[config.mk]
export PLATFORM = sky130hd
export DESIGN_NAME = spectrum_peak_search
export DESIGN_NICKNAME = d
export VERILOG_FILES = /design/src/rtl/spectrum_peak_search_pkg.sv /design/src/rtl/peak_top2_tracker.sv /design/src/rtl/spectrum_peak_search.sv
export SDC_FILE = /design/constraint.sdc
export NUM_CORES = 1
export LEC_CHECK = 0
export ABC_AREA = 1
export BUFFER_PORTS_ARGS = -buffer_cell sky130_fd_sc_hd__buf_2
export CAP_MARGIN = 20
export CORE_MARGIN = 2
export CORE_UTILIZATION = 60
export CTS_CLUSTER_SIZE = 12
export DETAILED_ROUTE_END_ITERATION = 16
export PLACE_DENSITY_LB_ADDON = 0.12
export REMOVE_ABC_BUFFERS = 1
export SETUP_SLACK_MARGIN = 0.2
export SLEW_MARGIN = 10
export SYNTH_ARGS = -nofsm -noshare
export SYNTH_HDL_FRONTEND = slang
export SYNTH_SLANG_ARGS = --single-unit
export TNS_END_PERCENT = 100
[constraint.sdc]
create_clock -name clk -period 3.1 [get_ports clk]
set_input_delay 0 -clock clk [delete_from_list [all_inputs] [get_ports clk]]
set_output_delay 0 -clock clk [all_outputs]
set_load 0.005 [all_outputs]
[src/rtl/spectrum_peak_search_pkg.sv]
// Shared definitions for the spectrum peak search block.
//   - Scan geometry and magnitude width constants
//   - Scan FSM state encoding
//   - Peak record type and an empty-record constant
//   - bin_dist(): absolute distance between two bin indices
package spec_pkg;

  localparam int NUM_BINS = 128;
  localparam int ADDR_W   = 8;
  localparam int DATA_W   = 16;
  localparam int RD_LAT   = 1;
  localparam int THRESH   = 64;
  localparam int MIN_SEP  = 3;

  typedef enum logic [1:0] {
    ST_IDLE  = 2'd0,
    ST_READ  = 2'd1,
    ST_DRAIN = 2'd2,
    ST_DONE  = 2'd3
  } state_e;

  typedef struct packed {
    logic [ADDR_W-1:0] bin;
    logic [DATA_W-1:0] mag;
    logic              valid;
  } peak_t;

  localparam peak_t PEAK_EMPTY = '0;

  function automatic logic [ADDR_W-1:0] bin_dist(input logic [ADDR_W-1:0] a,
                                                 input logic [ADDR_W-1:0] b);
    return (a >= b) ? (a - b) : (b - a);
  endfunction

endpackage

[src/rtl/peak_top2_tracker.sv]
// Keeps the two largest accepted peak candidates of a scan.
// Ports:
//   clk, rst       clock, synchronous active-high reset
//   clear          empties both entries (start of a new scan)
//   cand_vld       a candidate is presented this cycle
//   cand_bin/mag   candidate bin index and magnitude
//   p1, p2         largest and second-largest peaks (empty = all zero)
module peak_top2_tracker
  import spec_pkg::*;
(
  input  logic              clk,
  input  logic              rst,
  input  logic              clear,
  input  logic              cand_vld,
  input  logic [ADDR_W-1:0] cand_bin,
  input  logic [DATA_W-1:0] cand_mag,
  output peak_t             p1,
  output peak_t             p2
);

  peak_t p1_q, p1_d;
  peak_t p2_q, p2_d;
  peak_t cand;
  logic  sep_ok;
  logic  beats_p1;
  logic  beats_p2;

  always_comb begin
    p1_d     = p1_q;
    p2_d     = p2_q;
    cand     = '{bin: cand_bin, mag: cand_mag, valid: 1'b1};
    sep_ok   = bin_dist(cand_bin, p1_q.bin) >= ADDR_W'(MIN_SEP);
    // Strict comparisons: on equal magnitude the earlier bin keeps its place.
    beats_p1 = !p1_q.valid || (cand_mag > p1_q.mag);
    beats_p2 = !p2_q.valid || (cand_mag > p2_q.mag);
    if (clear) begin
      p1_d = PEAK_EMPTY;
      p2_d = PEAK_EMPTY;
    end else if (cand_vld) begin
      if (beats_p1) begin
        // A stronger candidate sitting next to p1 replaces it without
        // demoting it, so a single broad tone never fills both slots.
        if (sep_ok || !p1_q.valid) p2_d = p1_q;
        p1_d = cand;
      end else if (beats_p2 && sep_ok) begin
        p2_d = cand;
      end
    end
  end

  always_ff @(posedge clk) begin
    if (rst) begin
      p1_q <= PEAK_EMPTY;
      p2_q <= PEAK_EMPTY;
    end else begin
      p1_q <= p1_d;
      p2_q <= p2_d;
    end
  end

  assign p1 = p1_q;
  assign p2 = p2_q;

endmodule

[src/rtl/spectrum_peak_search.sv]
// Scans the FFT magnitude RAM once per rising edge of start and reports the
// two strongest local maxima above THRESH (DC and last bin excluded).
// Ports:
//   clk, rst             clock, synchronous active-high reset
//   start                write-done level; a rising edge starts one scan
//   rd_en, rd_addr       RAM read request, addresses 0..NUM_BINS-1
//   rd_data              RAM data, valid RD_LAT cycles after rd_en
//   busy                 high from scan start until done
//   done                 one-cycle pulse, result outputs updated
//   peak_cnt             number of peaks found (0..2)
//   peak1_bin/mag        largest peak
//   peak2_bin/mag        second peak
module spectrum_peak_search
  import spec_pkg::*;
(
  input  logic              clk,
  input  logic              rst,
  input  logic              start,
  output logic              rd_en,
  output logic [ADDR_W-1:0] rd_addr,
  input  logic [DATA_W-1:0] rd_data,
  output logic              busy,
  output logic              done,
  output logic [1:0]        peak_cnt,
  output logic [ADDR_W-1:0] peak1_bin,
  output logic [DATA_W-1:0] peak1_mag,
  output logic [ADDR_W-1:0] peak2_bin,
  output logic [DATA_W-1:0] peak2_mag
);

  localparam int DRAIN_W = $clog2(RD_LAT + 2);

  // Control state
  state_e              state_q, state_d;
  logic                start_q;
  logic                start_arm_q, start_arm_d;
  logic                rd_en_q, rd_en_d;
  logic [ADDR_W-1:0]   rd_addr_q, rd_addr_d;
  logic                busy_q, busy_d;
  logic                done_q, done_d;
  logic [DRAIN_W-1:0]  drain_cnt_q, drain_cnt_d;
  logic [1:0]          peak_cnt_q, peak_cnt_d;
  logic [ADDR_W-1:0]   peak1_bin_q, peak1_bin_d, peak2_bin_q, peak2_bin_d;
  logic [DATA_W-1:0]   peak1_mag_q, peak1_mag_d, peak2_mag_q, peak2_mag_d;
  logic                start_edge;
  logic                scan_start;

  // Read-return and window pipeline
  logic [RD_LAT-1:0]   rd_vld_q, rd_vld_d;
  logic                samp_vld;
  logic [ADDR_W-1:0]   samp_idx_q, samp_idx_d;
  logic                win_vld_q, win_vld_d;
  logic [ADDR_W-1:0]   cand_bin_q, cand_bin_d;
  logic [DATA_W-1:0]   m_q [3];
  logic [DATA_W-1:0]   m_d [3];
  logic                cand_vld;
  peak_t               p1, p2;

  // An edge only counts once start has been seen low since reset, so a
  // write-done level still high across a reset does not retrigger a scan.
  assign start_edge = start & ~start_q & start_arm_q;

  always_comb begin
    state_d     = state_q;
    start_arm_d = start_arm_q | ~start;
    rd_en_d     = rd_en_q;
    rd_addr_d   = rd_addr_q;
    busy_d      = busy_q;
    done_d      = 1'b0;
    drain_cnt_d = drain_cnt_q;
    peak_cnt_d  = peak_cnt_q;
    peak1_bin_d = peak1_bin_q;
    peak1_mag_d = peak1_mag_q;
    peak2_bin_d = peak2_bin_q;
    peak2_mag_d = peak2_mag_q;
    scan_start  = 1'b0;
    case (state_q)
      ST_IDLE: begin
        rd_en_d   = 1'b0;
        rd_addr_d = '0;
        if (start_edge) begin
          scan_start = 1'b1;
          busy_d     = 1'b1;
          rd_en_d    = 1'b1;
          state_d    = ST_READ;
        end
      end
      ST_READ: begin
        if (rd_addr_q == ADDR_W'(NUM_BINS - 1)) begin
          rd_en_d     = 1'b0;
          rd_addr_d   = '0;
          drain_cnt_d = '0;
          state_d     = ST_DRAIN;
        end else begin
          rd_addr_d = rd_addr_q + 1'b1;
        end
      end
      ST_DRAIN: begin
        // RD_LAT cycles for the last word plus one cycle to evaluate it.
        if (drain_cnt_q == DRAIN_W'(RD_LAT)) begin
          state_d = ST_DONE;
        end else begin
          drain_cnt_d = drain_cnt_q + 1'b1;
        end
      end
      ST_DONE: begin
        peak_cnt_d  = {1'b0, p1.valid} + {1'b0, p2.valid};
        peak1_bin_d = p1.bin;
        peak1_mag_d = p1.mag;
        peak2_bin_d = p2.bin;
        peak2_mag_d = p2.mag;
        done_d      = 1'b1;
        busy_d      = 1'b0;
        state_d     = ST_IDLE;
      end
      default: state_d = ST_IDLE;
    endcase
  end

  always_ff @(posedge clk) begin
    if (rst) begin
      state_q     <= ST_IDLE;
      start_q     <= 1'b0;
      start_arm_q <= 1'b0;
      rd_en_q     <= 1'b0;
      rd_addr_q   <= '0;
      busy_q      <= 1'b0;
      done_q      <= 1'b0;
      drain_cnt_q <= '0;
      peak_cnt_q  <= '0;
      peak1_bin_q <= '0;
      peak1_mag_q <= '0;
      peak2_bin_q <= '0;
      peak2_mag_q <= '0;
    end else begin
      state_q     <= state_d;
      start_q     <= start;
      start_arm_q <= start_arm_d;
      rd_en_q     <= rd_en_d;
      rd_addr_q   <= rd_addr_d;
      busy_q      <= busy_d;
      done_q      <= done_d;
      drain_cnt_q <= drain_cnt_d;
      peak_cnt_q  <= peak_cnt_d;
      peak1_bin_q <= peak1_bin_d;
      peak1_mag_q <= peak1_mag_d;
      peak2_bin_q <= peak2_bin_d;
      peak2_mag_q <= peak2_mag_d;
    end
  end

  // Read return: rd_en delayed by RD_LAT marks valid rd_data
  always_comb begin
    rd_vld_d[0] = rd_en_q;
    for (int i = 1; i < RD_LAT; i++) rd_vld_d[i] = rd_vld_q[i-1];
  end

  assign samp_vld = rd_vld_q[RD_LAT-1];

  // Window shift: m[0]=m[k-1], m[1]=m[k], m[2]=m[k+1]
  always_comb begin
    samp_idx_d = samp_idx_q;
    if (scan_start)    samp_idx_d = '0;
    else if (samp_vld) samp_idx_d = samp_idx_q + 1'b1;
    // Centre k = newest-1 is valid once samples 0..2 are in, which keeps
    // bin 0 and the last bin out of the candidate set.
    win_vld_d  = samp_vld && (samp_idx_q >= ADDR_W'(2));
    cand_bin_d = samp_vld ? (samp_idx_q - 1'b1) : cand_bin_q;
    m_d[0]     = samp_vld ? m_q[1]  : m_q[0];
    m_d[1]     = samp_vld ? m_q[2]  : m_q[1];
    m_d[2]     = samp_vld ? rd_data : m_q[2];
  end

  always_ff @(posedge clk) begin
    if (rst) begin
      rd_vld_q   <= '0;
      samp_idx_q <= '0;
      win_vld_q  <= 1'b0;
    end else begin
      rd_vld_q   <= rd_vld_d;
      samp_idx_q <= samp_idx_d;
      win_vld_q  <= win_vld_d;
    end
  end

  always_ff @(posedge clk) begin
    cand_bin_q <= cand_bin_d;
    m_q        <= m_d;
  end

  // Candidate evaluation: strict left compare makes plateaus report leftmost
  assign cand_vld = win_vld_q && (m_q[1] > m_q[0]) && (m_q[1] >= m_q[2]) &&
                    (m_q[1] >= DATA_W'(THRESH));

  peak_top2_tracker u_tracker (
    .clk      (clk),
    .rst      (rst),
    .clear    (scan_start),
    .cand_vld (cand_vld),
    .cand_bin (cand_bin_q),
    .cand_mag (m_q[1]),
    .p1       (p1),
    .p2       (p2)
  );

  assign rd_en     = rd_en_q;
  assign rd_addr   = rd_addr_q;
  assign busy      = busy_q;
  assign done      = done_q;
  assign peak_cnt  = peak_cnt_q;
  assign peak1_bin = peak1_bin_q;
  assign peak1_mag = peak1_mag_q;
  assign peak2_bin = peak2_bin_q;
  assign peak2_mag = peak2_mag_q;

endmodule

After elaboration in Yosys (flattened, before gate mapping):

Cells that the tools add are included.

* output and inout port bits: 61
* register bits after elaboration: 183
* input port bits: 19
* word-level logic and storage cells: 98

* reductions and logical operators: 22
* add/subtract/negate cells: 7
* mux-type cells: 20
* bitwise gates (word level): 5
* eq/ne operators: 10
* order comparisons: 8

Operators by type and width (count)
* $mux 25: 3
* $gt 16x16->1: 3
* $add 8x1->8 const B: 2
* $ge 16x16->1: 1
* $ge 16x7->1 const B: 1
* $ge 8x2->1 const B: 2
* $mux 8: 2
* $pmux 8 s2: 1
* $sub 8x8->8: 2
* $mux 2: 5
* $ne 2x2->1 const B: 5
* $reduce_and 3->1: 3
* $eq 8x7->1 const B: 1
* $ge 8x8->1: 1
* $pmux 2 s4: 1
* $reduce_bool 2->1: 4
* $sub 8x1->8 const B: 1
* $reduce_and 2->1: 3
* $logic_and 1x1->1: 5
* $mux 1: 5
* $eq 2x1->1 const B: 2
* $eq 2x2->1 const B: 2
* $pmux 1 s2: 2
* $pmux 2 s2: 1
* 9 further kinds: 14

Longest topological paths before layout:

* depth in word-level cells: 6
* mapped depth: 19
* gate-level depth less buffers: 18

Hierarchy:

Synthesis repeated with hierarchy kept, for this count alone.

* cell total of the unflattened synthesis: 1229
* area, all modules: 9651.8 µm²

Modules (own cells, without submodules)
* spectrum_peak_search: area an instance 5715.5 µm², cells an instance 617, seq. area each 3223.1 µm², instances 1
* peak_top2_tracker: area an instance 3936.3 µm², cells an instance 612, seq. area each 1001.0 µm², instances 1

Worst setup path before layout:

OpenSTA, ideal clock, no wires.

* path type: register to register
* start: register rd_vld_q
* end: register samp_idx_q[7]
* clock period less this slack: 2.811 ns
* data required time: 3.030 ns
* path buffers: 0
* stages on the path, launching flop included: 8
* data arrival time: 2.740 ns
* library setup time: 0.070 ns
* setup slack: 0.289 ns
* path through: dfxtp_1 -> nand2_1 -> nor3_1 -> nand4_1 -> nor2_1 -> inv_1 -> or2_2 -> a21oi_1

RTL lines
* start: declaration: RTL line spectrum_peak_search.sv:49 `logic [RD_LAT-1:0] rd_vld_q, rd_vld_d;`
* start signal: assignment: RTL line spectrum_peak_search.sv:180 `rd_vld_q <= rd_vld_d;`
* end signal: assignment: RTL line spectrum_peak_search.sv:181 `samp_idx_q <= samp_idx_d;`
* end: declaration: RTL line spectrum_peak_search.sv:51 `logic [ADDR_W-1:0] samp_idx_q, samp_idx_d;`

Worst setup path in the final report:

* start: register m_q[17] in the netlist's numbering
* end: register u_tracker.p1_q, in the netlist u_tracker.p1[12]

* longest elaborated chain between the ends: 5
* elaborated cells between the ends (all ways): 9
* those cells by class: order compare: 4; reduce/logical: 5

Ends and longest elaborated chain
* start: declaration: RTL line spectrum_peak_search.sv:54 `logic [DATA_W-1:0] m_q [3];`
* start signal: assignment: RTL line spectrum_peak_search.sv:188 `m_q <= m_d;`
* $gt 16x16->1: RTL line spectrum_peak_search.sv:192 `assign cand_vld = win_vld_q && (m_q[1] > m_q[0]) && (m_q[1] >= m_q[2]) &&`
* $logic_and 1x1->1 (3 in a row): RTL line spectrum_peak_search.sv:192
* $reduce_and 2->1 (no line) *
* end signal: assignment: RTL line peak_top2_tracker.sv:56 `p1_q <= p1_d;`
* end: declaration: RTL line peak_top2_tracker.sv:21 `peak_t p1_q, p1_d;`

Mark *: on every way between the ends. The rest lies on a longest branch, timed or not.
A chain may end at the register's enable or synchronous reset.

==> results.toml <==
[status]
outcome = "finished clean"

[route]
drt_iter0_drc = 520
wire_per_inst_um = 14.17
wirelength_mm = 20.11
via_per_inst = 5.257
ant_nets = 0
drc = 0
first_pass_iters = 5
vias = 7459

[placed_design]
dp_hpwl_mm = 13.48
pre_cts_ws_ns = 0.2600
io_buffers = 79
post_dp_cell_area_mm2 = 0.009702
gp_congestion = 0.8613
dp.cells = 1367

[pwr]
power_density_mw_per_mm2 = 527.2
finalPower_mw = 5.537
p_seq_frac = 0.491
swShare = 0.2585
leakage_nw = 4.896
p_clk_frac = 0.385
ir_worst_vdd_mv = 0.4283
power_switching_mw = 1.431
combinationalPowerShare = 0.124
power.internal_mw = 4.106

[yosys]
synth_cell_types = 38
ys.flop_type = "dfxtp_1"
synth_area_per_cell_um2 = 8.124
synth_area_mm2 = 0.009180
synthMuxAreaShare = 0
ys_seq_area_frac = 0.4601
synth-edff-count = 56
synth_cells = 1130
synth_adder_area_share = 0.1257
ys_async_sr_fraction = 0
synth_xor_area_frac = 0.009541
yosys.area.top_type = "dfxtp_1"
synth_simple_gate_area_share = 0.1736
yosys-top-cells-count = "226 x nand2_1, 163 x inv_1, 127 x a21oi_1, 127 x dfxtp_1, 109 x o21ai_0"
yosysTopAreaCellShare = 0.2770
yosysWarnings = 0
synth_compound_area_frac = 0.1409
ys_top_cells_by_area = "dfxtp_1 28%, edfxtp_1 18%, ha_1 12%"
yosysMostFrequentCell = "nand2_1"
synth_top_family_by_area = "simple AND/OR/NAND/NOR gates"
synth-seq-cells = 183

[setup_path]
r2r_slack_ns = 0.32
cp-start-kind = "flip-flop"
reg2reg_depth = 13
rr_endpoint = "u_tracker.p1[12]$_SDFFE_PP0P_"
critPathKind = "flip-flop to flip-flop"
worstPathRequired_ns = 3.41
cp_max_fo = 33
timing.rr.start = "m_q[17]$_DFFE_PP_"
end_kind = "flip-flop"
cp.arrival_ns = 3.09

[finish]
stdcell_count = 1419
final_nets = 1328
final_area_mm2 = 0.01050
area_growth_pct = 14.41
n_fill_cell = 1255
drive_above_1_share = 0.1072
n_antenna_cell = 0

[global_routing]
overflow = 0
antenna_found_initial = 0
grt_pass1_vias = 6764
grt_usage = 0.2508
grt_pass1_wl_mm = 32.49
grt_start_max_net_pins = 62

[clock_tree]
postCtsSetupBuffers = 0
clk_pin_slew_ns = 0.07
clock_path_buffers = 2
root_buffer = "clkbuf_16"
clk_latency_ns = 0.43
cts.sinks = 183
h-tree-depth = 4
cts_buffers = 17
cts_tree = "yes"

[sta]
tns_ns = 0
hold_viol = 0
fmax_mhz = 360.3
setup_violations = 0
timing.final.crit_share = 0.8954
rsz0062_at_grt = "yes"
slew-limit-headroom = 0.4513
layout_setup_ws_ns = 0.3242
min_period_ns = 2.776
fin_skew_ns = 0.007257
drv_slew = 0
worst_slew_pin_slew_ns = 0.8231

[die]
dieHeight_um = 127.7
fp.dieW_um = 127.7
initial_core_util = 0.6084
rows = 45
core-area_mm2 = 0.01509
dieArea_mm2 = 0.01631
boundaryPins = 80

[job]
cap_violations = 0

[min_path]
hold_path.class = "input pin to flip-flop"
hold_depth = 2
min_to = "m_q[11]$_DFFE_PP_"
hold_start = "rd_data[11]"
==> registers in the layout, indices dropped and copies added (netlist names), 2 cells and up <==
signal        cells
rd_addr           8
peak1_bin         8
u_tracker.p1     25
u_tracker.p2     25
peak2_mag        16
samp_idx_q        8
m_q              48
peak_cnt          2
peak2_bin         8
state_q           2
cand_bin_q        8
peak1_mag        16
drain_cnt_q       2
==> timing repair <==
item / 4_1_cts / 5_1_grt
endpoints found under the setup margin: 0 / 35
hold buffers: 19 / 0
gates resized for setup: 0 / 2
hold endpoints to repair: 28 / 0
==> critical path, stage by stage (launching register included) <==
cell and delay [ns]:
edfxtp_1 0.52, ha_1 0.36, a21oi_1 0.06, o21ai_0 0.31
nand2_1 0.09, nand2_1 0.07, nand2_1 0.04, nand2_1 0.05
nor2_1 0.05, nor2_2 0.27, nand2_1 0.30, buf_12 0.27
o21ai_0 0.18, a21oi_1 0.07
==> area by class of cell <==
class	instances	area, um2	share of cell area
Tap cell	188	235.2	0.02240
Timing Repair Buffer	108	673.1	0.06409
Clock buffer	24	535.5	0.05099
Sequential cell	183	4225	0.4023
Inverter	164	619.3	0.05897
Multi-Input combinational cell	744	4160	0.3961
Clock inverter	8	53.80	0.005123
==> cell usage in the layout (no fill, tap or decap), types with 2 or more instances in the layout <==
cell and instances:
nand3_4 2, nor3_1 9, inv_1 163, a211oi_1 2
clkinvlp_4 4, o21a_1 3, clkbuf_16 20, buf_2 79
fa_1 2, nor2_2 2, or3_1 2, o21ai_0 109
dlygate4sd3_1 19, ha_1 88, inv_4 2, nor2_1 107
o21bai_1 2, a21oi_1 126, or2_2 2, nand3_1 28
dfxtp_1 126, clkinv_2 2, nand2_1 226, xor2_1 10
edfxtp_1 56, buf_4 9, nand4_1 10, clkbuf_1 2
clkbuf_8 2
==> layer usage <==
metal | global-route usage | vias up | wire length [um]
met4 | 0.07434 | 0 | 280
li1 | - | 3865 | -
met5 | 0 | - | 0
met1 | 0.3538 | 3401 | 9902
met2 | 0.3998 | 173 | 8987
met3 | 0.04215 | 20 | 940
==> through the flow <==
| stage | util | hold slack, ns |
|---|---|---|
| finish | 0.6960 | 0.2754 |
| global route | 0.6960 | 0.2729 |
| CTS | 0.6946 | 0.2643 |
| detailed placement | 0.6430 | 0.1781 |
| global placement | 0.6430 | 0.1761 |
| floorplan | - | 0.06907 |
==> power groups by stage <==
stage | clock network [mW] | logic [mW] | registers [mW]
6_report | 2.13 | 0.687 | 2.72
5_1_grt | 2.24 | 0.800 | 2.73
4_1_cts | 2.16 | 0.690 | 2.72
3_5_place_dp | 0 | 0.666 | 2.77
3_3_place_gp | 0 | 0.651 | 2.76
2_1_floorplan | 0 | 0.391 | 2.77
==> worst max-delay path by stage <==
| stage | start | to | slack (ns) | depth (start not counted) |
|---|---|---|---|---|
| finish | m_q[17]$_DFFE_PP_ | u_tracker.p1[12]$_SDFFE_PP0P_ | 0.32 | 13 |
| global route | cand_bin_q[0]$_DFFE_PP_ | u_tracker.p2[6]$_SDFFE_PP0P_ | 0.12 | 18 |
| CTS | cand_bin_q[0]$_DFFE_PP_ | u_tracker.p2[1]$_SDFFE_PP0P_ | 0.25 | 16 |
| detailed placement | cand_bin_q[0]$_DFFE_PP_ | u_tracker.p2[1]$_SDFFE_PP0P_ | 0.26 | 16 |
| global placement | cand_bin_q[0]$_DFFE_PP_ | u_tracker.p2[13]$_SDFFE_PP0P_ | 0.32 | 16 |
| floorplan | m_q[25]$_DFFE_PP_ | u_tracker.p1[10]$_SDFFE_PP0P_ | -1.18 | 13 |
==> cell families (layout without fill, tap and decap cells) <==
logic type,after synthesis,after routing
simple gates,392,393
xor+xnor,10,10
compound gates,250,250
buf+inv,204,304
fa+ha+maj,91,91
flops,183,183
Note: power is estimated with default switching activity, not from simulation.
